===== src/rtl/sram_arb_pkg.sv =====
// Shared constants for the SRAM bus arbiter: master IDs, grant-state encoding and SRAM size codes.
package sram_arb_pkg;

  localparam logic MST_INST = 1'b0;
  localparam logic MST_DATA = 1'b1;

  typedef enum logic {
    ARB_IDLE   = 1'b0,
    ARB_LOCKED = 1'b1
  } arb_state_t;

  localparam logic [1:0] SZ_BYTE = 2'd0;
  localparam logic [1:0] SZ_HALF = 2'd1;
  localparam logic [1:0] SZ_WORD = 2'd2;

endpackage


===== src/rtl/sram_arb_id_fifo.sv =====
// In-order owner queue: remembers which master owns each accepted transaction until its response returns.
module sram_arb_id_fifo #(
  parameter int DEPTH = 4
) (
  input  logic clk,
  input  logic reset,
  input  logic push,
  input  logic push_id,
  input  logic pop,
  output logic full,
  output logic empty,
  output logic head_id
);

  localparam int PW = $clog2(DEPTH);

  logic [PW:0]      wr_ptr;
  logic [PW:0]      rd_ptr;
  logic [DEPTH-1:0] ids;

  // The extra wrap bit tells a full queue apart from an empty one when the index bits match.
  assign empty   = (wr_ptr == rd_ptr);
  assign full    = (wr_ptr[PW] != rd_ptr[PW]) && (wr_ptr[PW-1:0] == rd_ptr[PW-1:0]);
  assign head_id = ids[rd_ptr[PW-1:0]];

  always_ff @(posedge clk) begin
    if (reset) begin
      wr_ptr <= '0;
      rd_ptr <= '0;
    end else begin
      if (push && !full) begin
        wr_ptr <= wr_ptr + (PW+1)'(1);
      end
      if (pop && !empty) begin
        rd_ptr <= rd_ptr + (PW+1)'(1);
      end
    end
  end

  always_ff @(posedge clk) begin
    if (push && !full) begin
      ids[wr_ptr[PW-1:0]] <= push_id;
    end
  end

endmodule


===== src/rtl/sram_bus_arbiter.sv =====
// Shares one SRAM-like port between instruction fetch (m0) and load/store (m1), routing responses in order.
// Define SRAM_ARB_RR_EN for round-robin tie-breaking; otherwise master 1 has fixed priority.
module sram_bus_arbiter
  import sram_arb_pkg::*;
#(
  parameter int MAX_OUTSTANDING = 4,
  parameter int ADDR_W          = 32
) (
  input  logic              clk,
  input  logic              reset,
  input  logic              m0_req,
  input  logic              m0_wr,
  input  logic [1:0]        m0_size,
  input  logic [3:0]        m0_wstrb,
  input  logic [ADDR_W-1:0] m0_addr,
  input  logic [ADDR_W-1:0] m0_wdata,
  output logic              m0_addr_ok,
  output logic              m0_data_ok,
  output logic [ADDR_W-1:0] m0_rdata,
  input  logic              m1_req,
  input  logic              m1_wr,
  input  logic [1:0]        m1_size,
  input  logic [3:0]        m1_wstrb,
  input  logic [ADDR_W-1:0] m1_addr,
  input  logic [ADDR_W-1:0] m1_wdata,
  output logic              m1_addr_ok,
  output logic              m1_data_ok,
  output logic [ADDR_W-1:0] m1_rdata,
  output logic              s_req,
  output logic              s_wr,
  output logic [1:0]        s_size,
  output logic [3:0]        s_wstrb,
  output logic [ADDR_W-1:0] s_addr,
  output logic [ADDR_W-1:0] s_wdata,
  input  logic              s_addr_ok,
  input  logic              s_data_ok,
  input  logic [ADDR_W-1:0] s_rdata
);

  arb_state_t state, state_next;
  logic       grant_q, grant_next;
  logic       winner;
  logic       winner_req;
  logic       handshake;
  logic       q_full, q_empty, head_id;
`ifdef SRAM_ARB_RR_EN
  logic       last_win;
`endif

  always_ff @(posedge clk) begin
    if (reset) begin
      state   <= ARB_IDLE;
      grant_q <= MST_INST;
`ifdef SRAM_ARB_RR_EN
      last_win <= MST_DATA;
`endif
    end else begin
      state   <= state_next;
      grant_q <= grant_next;
`ifdef SRAM_ARB_RR_EN
      if (handshake) last_win <= winner;
`endif
    end
  end

  // A stalled request keeps its grant so the downstream never sees the address change under it.
  always_comb begin
    state_next = state;
    grant_next = grant_q;
    winner     = MST_INST;
    if (state == ARB_LOCKED) begin
      winner = grant_q;
    end else if (m0_req && m1_req) begin
`ifdef SRAM_ARB_RR_EN
      winner = ~last_win;
`else
      winner = MST_DATA;
`endif
    end else if (m1_req) begin
      winner = MST_DATA;
    end

    winner_req = (winner == MST_DATA) ? m1_req : m0_req;
    s_req      = winner_req && !q_full && !reset;
    handshake  = s_req && s_addr_ok;

    if (state == ARB_IDLE) begin
      if (s_req && !s_addr_ok) begin
        state_next = ARB_LOCKED;
        grant_next = winner;
      end
    end else if (handshake) begin
      state_next = ARB_IDLE;
    end

    s_wr    = (winner == MST_DATA) ? m1_wr    : m0_wr;
    s_size  = (winner == MST_DATA) ? m1_size  : m0_size;
    s_wstrb = (winner == MST_DATA) ? m1_wstrb : m0_wstrb;
    s_addr  = (winner == MST_DATA) ? m1_addr  : m0_addr;
    s_wdata = (winner == MST_DATA) ? m1_wdata : m0_wdata;

    m0_addr_ok = handshake && (winner == MST_INST);
    m1_addr_ok = handshake && (winner == MST_DATA);
    m0_data_ok = s_data_ok && !q_empty && !reset && (head_id == MST_INST);
    m1_data_ok = s_data_ok && !q_empty && !reset && (head_id == MST_DATA);
    m0_rdata   = s_rdata;
    m1_rdata   = s_rdata;
  end

  sram_arb_id_fifo #(
    .DEPTH (MAX_OUTSTANDING)
  ) u_id_fifo (
    .clk     (clk),
    .reset   (reset),
    .push    (handshake),
    .push_id (winner),
    .pop     (s_data_ok),
    .full    (q_full),
    .empty   (q_empty),
    .head_id (head_id)
  );

`ifndef SYNTHESIS
  always_ff @(posedge clk) begin
    if (!reset) begin
      assert (!(s_data_ok && q_empty))
        else $error("s_data_ok with no outstanding request");
    end
  end
`endif

endmodule


===== config.mk =====
export PLATFORM = sky130hd
export DESIGN_NAME = sram_bus_arbiter
export DESIGN_NICKNAME = d
export VERILOG_FILES = /design/src/rtl/sram_arb_pkg.sv /design/src/rtl/sram_arb_id_fifo.sv /design/src/rtl/sram_bus_arbiter.sv
export SDC_FILE = /design/constraint.sdc
export NUM_CORES = 1
export LEC_CHECK = 0
export BUFFER_PORTS_ARGS = -buffer_cell sky130_fd_sc_hd__buf_2
export CAP_MARGIN = 20
export CORE_AREA = 3 3 122 124
export DETAILED_ROUTE_END_ITERATION = 16
export DIE_AREA = 0 0 125 127
export REMOVE_ABC_BUFFERS = 1
export SYNTH_ARGS = -nofsm -noshare
export SYNTH_HDL_FRONTEND = slang
export SYNTH_SLANG_ARGS = --single-unit

===== constraint.sdc =====
create_clock -name clk -period 1.9 [get_ports clk]
set_input_delay 0 -clock clk [delete_from_list [all_inputs] [get_ports clk]]
set_output_delay 0 -clock clk [all_outputs]
set_load 0.01 [all_outputs]

=== Yosys cells after proc, flatten, opt, wreduce, memory -nomap -nowiden ===
Index checks and enable logic that the tools add are counted.

* Flip-flop bits (word level): 12
* Latch bits: 0
* Bits in writable memories: 0
* ROM bits: 0
* Input bits: 180
* Output and inout bits: 140
* Word-level logic and storage cells: 52
* Memories: 0

* $add $sub $neg: 2
* $mul: 0
* Divide/modulo/power cells: 0
* $lt $le $gt $ge: 3
* Eq/ne operators: 3
* Shift operators: 0
* Multiplexer cells: 17
* Bitwise logic cells: 3
* Reductions and logical operators: 19

{| class="wikitable"
|+ Operators by type and width
! kind !! number
|-
| 2-to-1 mux 32 bit || 2
|-
| logical AND 1 bit || 14
|-
| 2-to-1 mux 1 bit || 10
|-
| adder 3 x 1 -> 3 bit (second input constant) || 2
|-
| < comparator 2 x 3 -> 1 bit (second input constant) || 2
|-
| bitwise mux 4 bit || 1
|-
| zero test 1 bit || 4
|-
| 2-to-1 mux 4 bit || 1
|-
| equality test 3 bit || 1
|-
| inverter 1 bit || 3
|-
| binary-select mux 1 bit (select 2 bit) || 1
|-
| demux 1 bit (select 2 bit) || 1
|-
| equality test 2 bit || 1
|-
| >= comparator 2 x 1 -> 1 bit (second input constant) || 1
|-
| 2-to-1 mux 2 bit || 1
|-
| AND reduction 2 bit || 1
|-
| inequality test 1 bit || 1
|}

=== Longest topological paths before layout ===
* Word-level depth: 9
* Gate-level depth with buffers: 4
* Mapped depth without buffers: 4

=== Modules after synthesis ===
Synthesis repeated with hierarchy kept, for this count alone.

* Cell total of the unflattened synthesis: 234
* Area, all modules: 2278.4 µm²

{| class="wikitable"
|+ By module, submodules not included
! module !! times used !! cells an instance !! area each (µm²) !! seq. area each (µm²)
|-
| sram_bus_arbiter || 1 || 160 || 1560.2 || 40.0
|-
| sram_arb_id_fifo || 1 || 74 || 718.2 || 240.2
|}

=== Least setup slack after synthesis ===
Ideal clock, no wire load.

* Kind: register to register
* Start: register u_id_fifo.rd_ptr[0]
* End: register u_id_fifo.ids[2], enable pin
* Setup time: 0.243 ns
* Data arrival time: 1.311 ns
* Data required time: 1.657 ns
* Path slack: 0.347 ns
* Stages on the path, launching flop included: 5
* Buffers on the path: 0
* Clock period less this slack: 1.553 ns
* Path through: dfxtp_1 > xor2_2 > o32ai_2 > nor2_1 > and3_1

* Longest elaborated chain between the ends: 7

{| class="wikitable"
|+ RTL lines
! what !! line !! text
|-
| from (decl) || sram_arb_id_fifo.sv:18 || <nowiki>logic [PW:0] rd_ptr;</nowiki>
|-
| from (signal assigned) || sram_arb_id_fifo.sv:35 || <nowiki>rd_ptr <= rd_ptr + (PW+1)'(1);</nowiki>
|-
| equality test 2 bit * || sram_arb_id_fifo.sv:23 || <nowiki>assign full = (wr_ptr[PW] != rd_ptr[PW]) && (wr_ptr[PW-1:0] == rd_ptr[PW-1:0]);</nowiki>
|-
| logical AND 1 bit * || sram_arb_id_fifo.sv:23 ||
|-
| zero test 1 bit * || sram_arb_id_fifo.sv:41, sram_bus_arbiter.sv:84 ||
|-
| logical AND 1 bit (2 in a row) || sram_bus_arbiter.sv:84 || <nowiki>s_req = winner_req && !q_full && !reset;</nowiki>
|-
| logical AND 1 bit || sram_bus_arbiter.sv:85 || <nowiki>handshake = s_req && s_addr_ok;</nowiki>
|-
| logical AND 1 bit * || sram_arb_id_fifo.sv:41 || <nowiki>if (push && !full) begin</nowiki>
|-
| to (signal, indexed assignment) || sram_arb_id_fifo.sv:42 || <nowiki>ids[wr_ptr[PW-1:0]] <= push_id;</nowiki>
|-
| to (decl) || sram_arb_id_fifo.sv:19 || <nowiki>logic [DEPTH-1:0] ids;</nowiki>
|}

Mark *: on every way between the ends. The rest lies on a longest branch, timed or not.
A chain may end at the register's enable or synchronous reset.

=== Worst setup path in the final report ===
* Start: register u_id_fifo.wr_ptr[1]
* End: output port m1_addr_ok

* Longest elaborated chain between the ends: 7

{| class="wikitable"
|+ RTL lines
! what !! line !! text
|-
| from (decl) || sram_arb_id_fifo.sv:17 || <nowiki>logic [PW:0] wr_ptr;</nowiki>
|-
| from (signal assigned) || sram_arb_id_fifo.sv:32 || <nowiki>wr_ptr <= wr_ptr + (PW+1)'(1);</nowiki>
|-
| equality test 2 bit || sram_arb_id_fifo.sv:23 ||
|-
| logical AND 1 bit || sram_arb_id_fifo.sv:23 ||
|-
| zero test 1 bit || sram_bus_arbiter.sv:84 ||
|-
| logical AND 1 bit (2 in a row) || sram_bus_arbiter.sv:84 ||
|-
| logical AND 1 bit || sram_bus_arbiter.sv:85 ||
|-
| logical AND 1 bit || sram_bus_arbiter.sv:103 || <nowiki>m1_addr_ok = handshake && (winner == MST_DATA);</nowiki>
|-
| to (decl) || sram_bus_arbiter.sv:26 || <nowiki>output logic m1_addr_ok,</nowiki>
|}

Every way passes these cells.

==> impl_results.md <==
- Cell count after synthesis: 216
- Core footprint: ~14000 µm²
- Number of fillers in the final layout: 1584
- Worst slack, placed: about 150 ps
- Top post-synthesis cells by area: sky130_fd_sc_hd__mux2_2 40%, sky130_fd_sc_hd__buf_4 23%, sky130_fd_sc_hd__dfxtp_1 7.8%
- Leading cell type by number of instances after synthesis: sky130_fd_sc_hd__mux2_2
- WL final: ~12000 µm
- Hold_buf cts: 0
- Number of nets at the end of the flow: roughly 560
- Type of origin of the critical path: register
- Largest voltage drop on the vdd net: 0.334 mV
- Worst hold-check slack: roughly 0.1 ps
- Start-to-end type of the worst setup path: reg -> out
- Mean post-synth cell area: 9.51 µm²
- Data arrival time of the critical path: 1770 ps
- Worst-path maximum fanout: 6
- # placed instances: 550
- Via count of the first global-routing pass: 2307
- Reg-to-reg startpoint: u_id_fifo.wr_ptr[1]$_SDFFE_PP0P_
- Synthesis-stage register bit count: 12
- Cell type with the highest aggregate area in the netlist: sky130_fd_sc_hd__mux2_2
- Final Max Slew Viols: 0
- Netlist Area Pre-Place: 2050 µm²
- Placed cell area: approximately 2900 µm²
- Total half-perimeter wirelength after legalization and detailed placement: about 10000 µm
- Number of antenna cells inserted: 0
- Actual transition at the worst max-transition pin: 400 ps
- TritonCTS clock tree: done
- Area added between synthesis and finish: 49.2%
- Initial core utilization: 14.8%
- Num Clock Sinks: 12
- Worst rel slew slack: 73.2%
- Number of flops mapped to enable cells by yosys: 4
- DRC violations left: 0
- Residual overflow from global routing: 0
- Width of the chip: 125 µm
- Static leakage power: 1.56 nW
- Setup ws final: 132 ps
- Status: complete, no violations
- Maximum count of clock buffers along a single path: 2
- Final hold violations: 0
- Final non-filler cell area: approximately 3100 µm²
- Initial antenna violation count: 1
- Number of different library cells in the post-synthesis netlist: 30
- Setup crit end kind: output pin
- Setup-failing EPs final: 0
- Top-area cell type share of the netlist area: 40.0%
- Total via count in the routed design: 2166
- Pre-antenna DRT Iters: 4
- Sequential cell area fraction in the yosys report: a little over an eighth
- Tcrit/Tclk final: a little over 90%
- Total Power Consumption: 1.60 mW
- Primary FF master, synth: sky130_fd_sc_hd__dfxtp_1
- Highest attainable clock frequency: 0.566 GHz
- # Max-Cap Violations: 0
- Standard-cell rows: 43
- Top cells by count, synth: 73 x sky130_fd_sc_hd__mux2_2, 64 x sky130_fd_sc_hd__buf_4, 8 x sky130_fd_sc_hd__dfxtp_1, 8 x sky130_fd_sc_hd__nor2_1
- Number of buffers inserted by port buffering: around 220
- Data required time of the critical path: 1900 ps
- Average vias per placed instance: 3.89
- Ys Warns: 0
- Time the final worst path needs with I/O delays and setup: between 1500 and 2000 ps
- Antenna-violating nets left: 0
- Iteration-0 DRC Markers: 55
- Fraction of layout instances using a drive strength above 1: 82.5%
- Clk Tree Root Cell: sky130_fd_sc_hd__clkbuf_16
- Average wire per standard cell: approximately 22 µm
- Maximum level of the CTS H-tree: 1
- Total clock buffers created by CTS: 3
- Startpoint of the worst setup timing path: u_id_fifo.wr_ptr[1]$_SDFFE_PP0P_
- Area of the die: 15900 µm²
- Share of async-settable or async-resettable flops after synthesis: 0%
- Critical hold path startpoint: s_rdata[4]
- Num ports: 320
- Clk Latency, worst-skew pair: 240 ps
- Die Span Y: 127 µm
- Tot GR Track Use: 13.6%
- Total power per unit cell area: 522 nW/µm²
- CTS clk-pin slew, worst paths: 40 ps
- Pin count of the biggest net entering global routing: 49
- Final setup skew: 0.740 ps
- Class of the most critical hold timing path: in -> out
- Post-route insts no fill: 557
- RePlAce Congestion: 0.793
- Global-route wire length before repair: 15900 µm
-- cells in the final DEF, fill, tap and decap left out, types with 2 or more instances in the layout --
master                      netlist  routed
sky130_fd_sc_hd__buf_2            7     223
sky130_fd_sc_hd__mux2_2          73      73
sky130_fd_sc_hd__nor2_1           8       8
sky130_fd_sc_hd__inv_1            7       7
sky130_fd_sc_hd__dfxtp_1          8       7
sky130_fd_sc_hd__and2_1           5       5
sky130_fd_sc_hd__nand2_1          5       5
sky130_fd_sc_hd__ha_1             5       5
sky130_fd_sc_hd__clkbuf_16        0       4
sky130_fd_sc_hd__edfxtp_1         4       4
sky130_fd_sc_hd__nor3_1           3       3
sky130_fd_sc_hd__or3_1            3       3
sky130_fd_sc_hd__buf_4           64       3
sky130_fd_sc_hd__xor2_2           2       2
sky130_fd_sc_hd__xor2_1           2       2
sky130_fd_sc_hd__o31ai_1          2       2
sky130_fd_sc_hd__o21ai_0          2       2
sky130_fd_sc_hd__and3_1           2       2
sky130_fd_sc_hd__mux2i_1          2       2
-- worst max-delay path: stages, from the launching register on --
cell and delay [ps]:
sky130_fd_sc_hd__dfxtp_1 450, sky130_fd_sc_hd__xor2_2 280, sky130_fd_sc_hd__o32ai_4 170, sky130_fd_sc_hd__nor4b_4 310
sky130_fd_sc_hd__and2_1 180, sky130_fd_sc_hd__buf_2 140
-- flip-flops by register name, indices dropped and copies added, names as in the netlist, named ones only --
name              flops
grant_q               1
u_id_fifo.ids         4
u_id_fifo.rd_ptr      3
u_id_fifo.wr_ptr      3
-- final cells by class --
cell class,count,area (µm²),share of cell area [%]
Inverter,7,26.3,0.858
Clock inverter,1,3.75,0.123
Timing Repair Buffer,229,1190,39.0
Tap cell,180,225,7.35
Sequential cell,12,282,9.19
Clock buffer,3,75.1,2.45
Multi-Input combinational cell,125,1260,41.0
-- repair_timing --
item                                    in CTS  in global routing
setup buffers                                0                  2
endpoints found under the setup margin       1                 18
gates resized for setup                      1                  3
cloned                                       0                  1
-- power by group --
part           internal (mW)  switching, mW  total [mW]  leakage, nW
Clock                  0.277          0.112       0.390       0.0385
Sequential             0.286         0.0275       0.313        0.102
Combinational          0.463          0.432       0.895         1.41
Total                   1.03          0.572        1.60         1.56
-- logic make-up after synthesis --
logic type               share of synthesized area [%]
XOR/XNOR                                          2.86
multiplexers                                      43.0
flip-flops                                        13.7
AND/OR/NAND/NOR                                   7.92
AO/OA/AOI/OAI                                     2.99
adder cells (fa/ha/maj)                           3.05
buffers and inverters                             26.6
-- metrics by stage --
step | TNS (ps) | utilization, %
global placement | 0 | 21.0
global route | -32.3 | 22.1
detailed placement | 0 | 21.0
finish | 0 | 22.1
CTS | 0 | 21.6
floorplan | -107550 | -
-- routing by layer --
metal / GRT usage (%) / wire [µm]
met5: 1.24 / 13
met4: 0.191 / 5
met3: 13.9 / 2530
met2: 16.7 / 4550
met1: 17.2 / 4910
-- final timing paths --
path                                                          to  slack (ps)  cells after the start
worst max-delay path                                  m1_addr_ok         130                      5
worst min-delay path                                 m1_rdata[4]         0.1                      0
worst max register to register        u_id_fifo.ids[2]$_DFFE_PP_         210                      4
worst min register to register  u_id_fifo.rd_ptr[2]$_SDFFE_PP0N_         530                      2
Note: power is estimated with default switching activity, not from simulation.
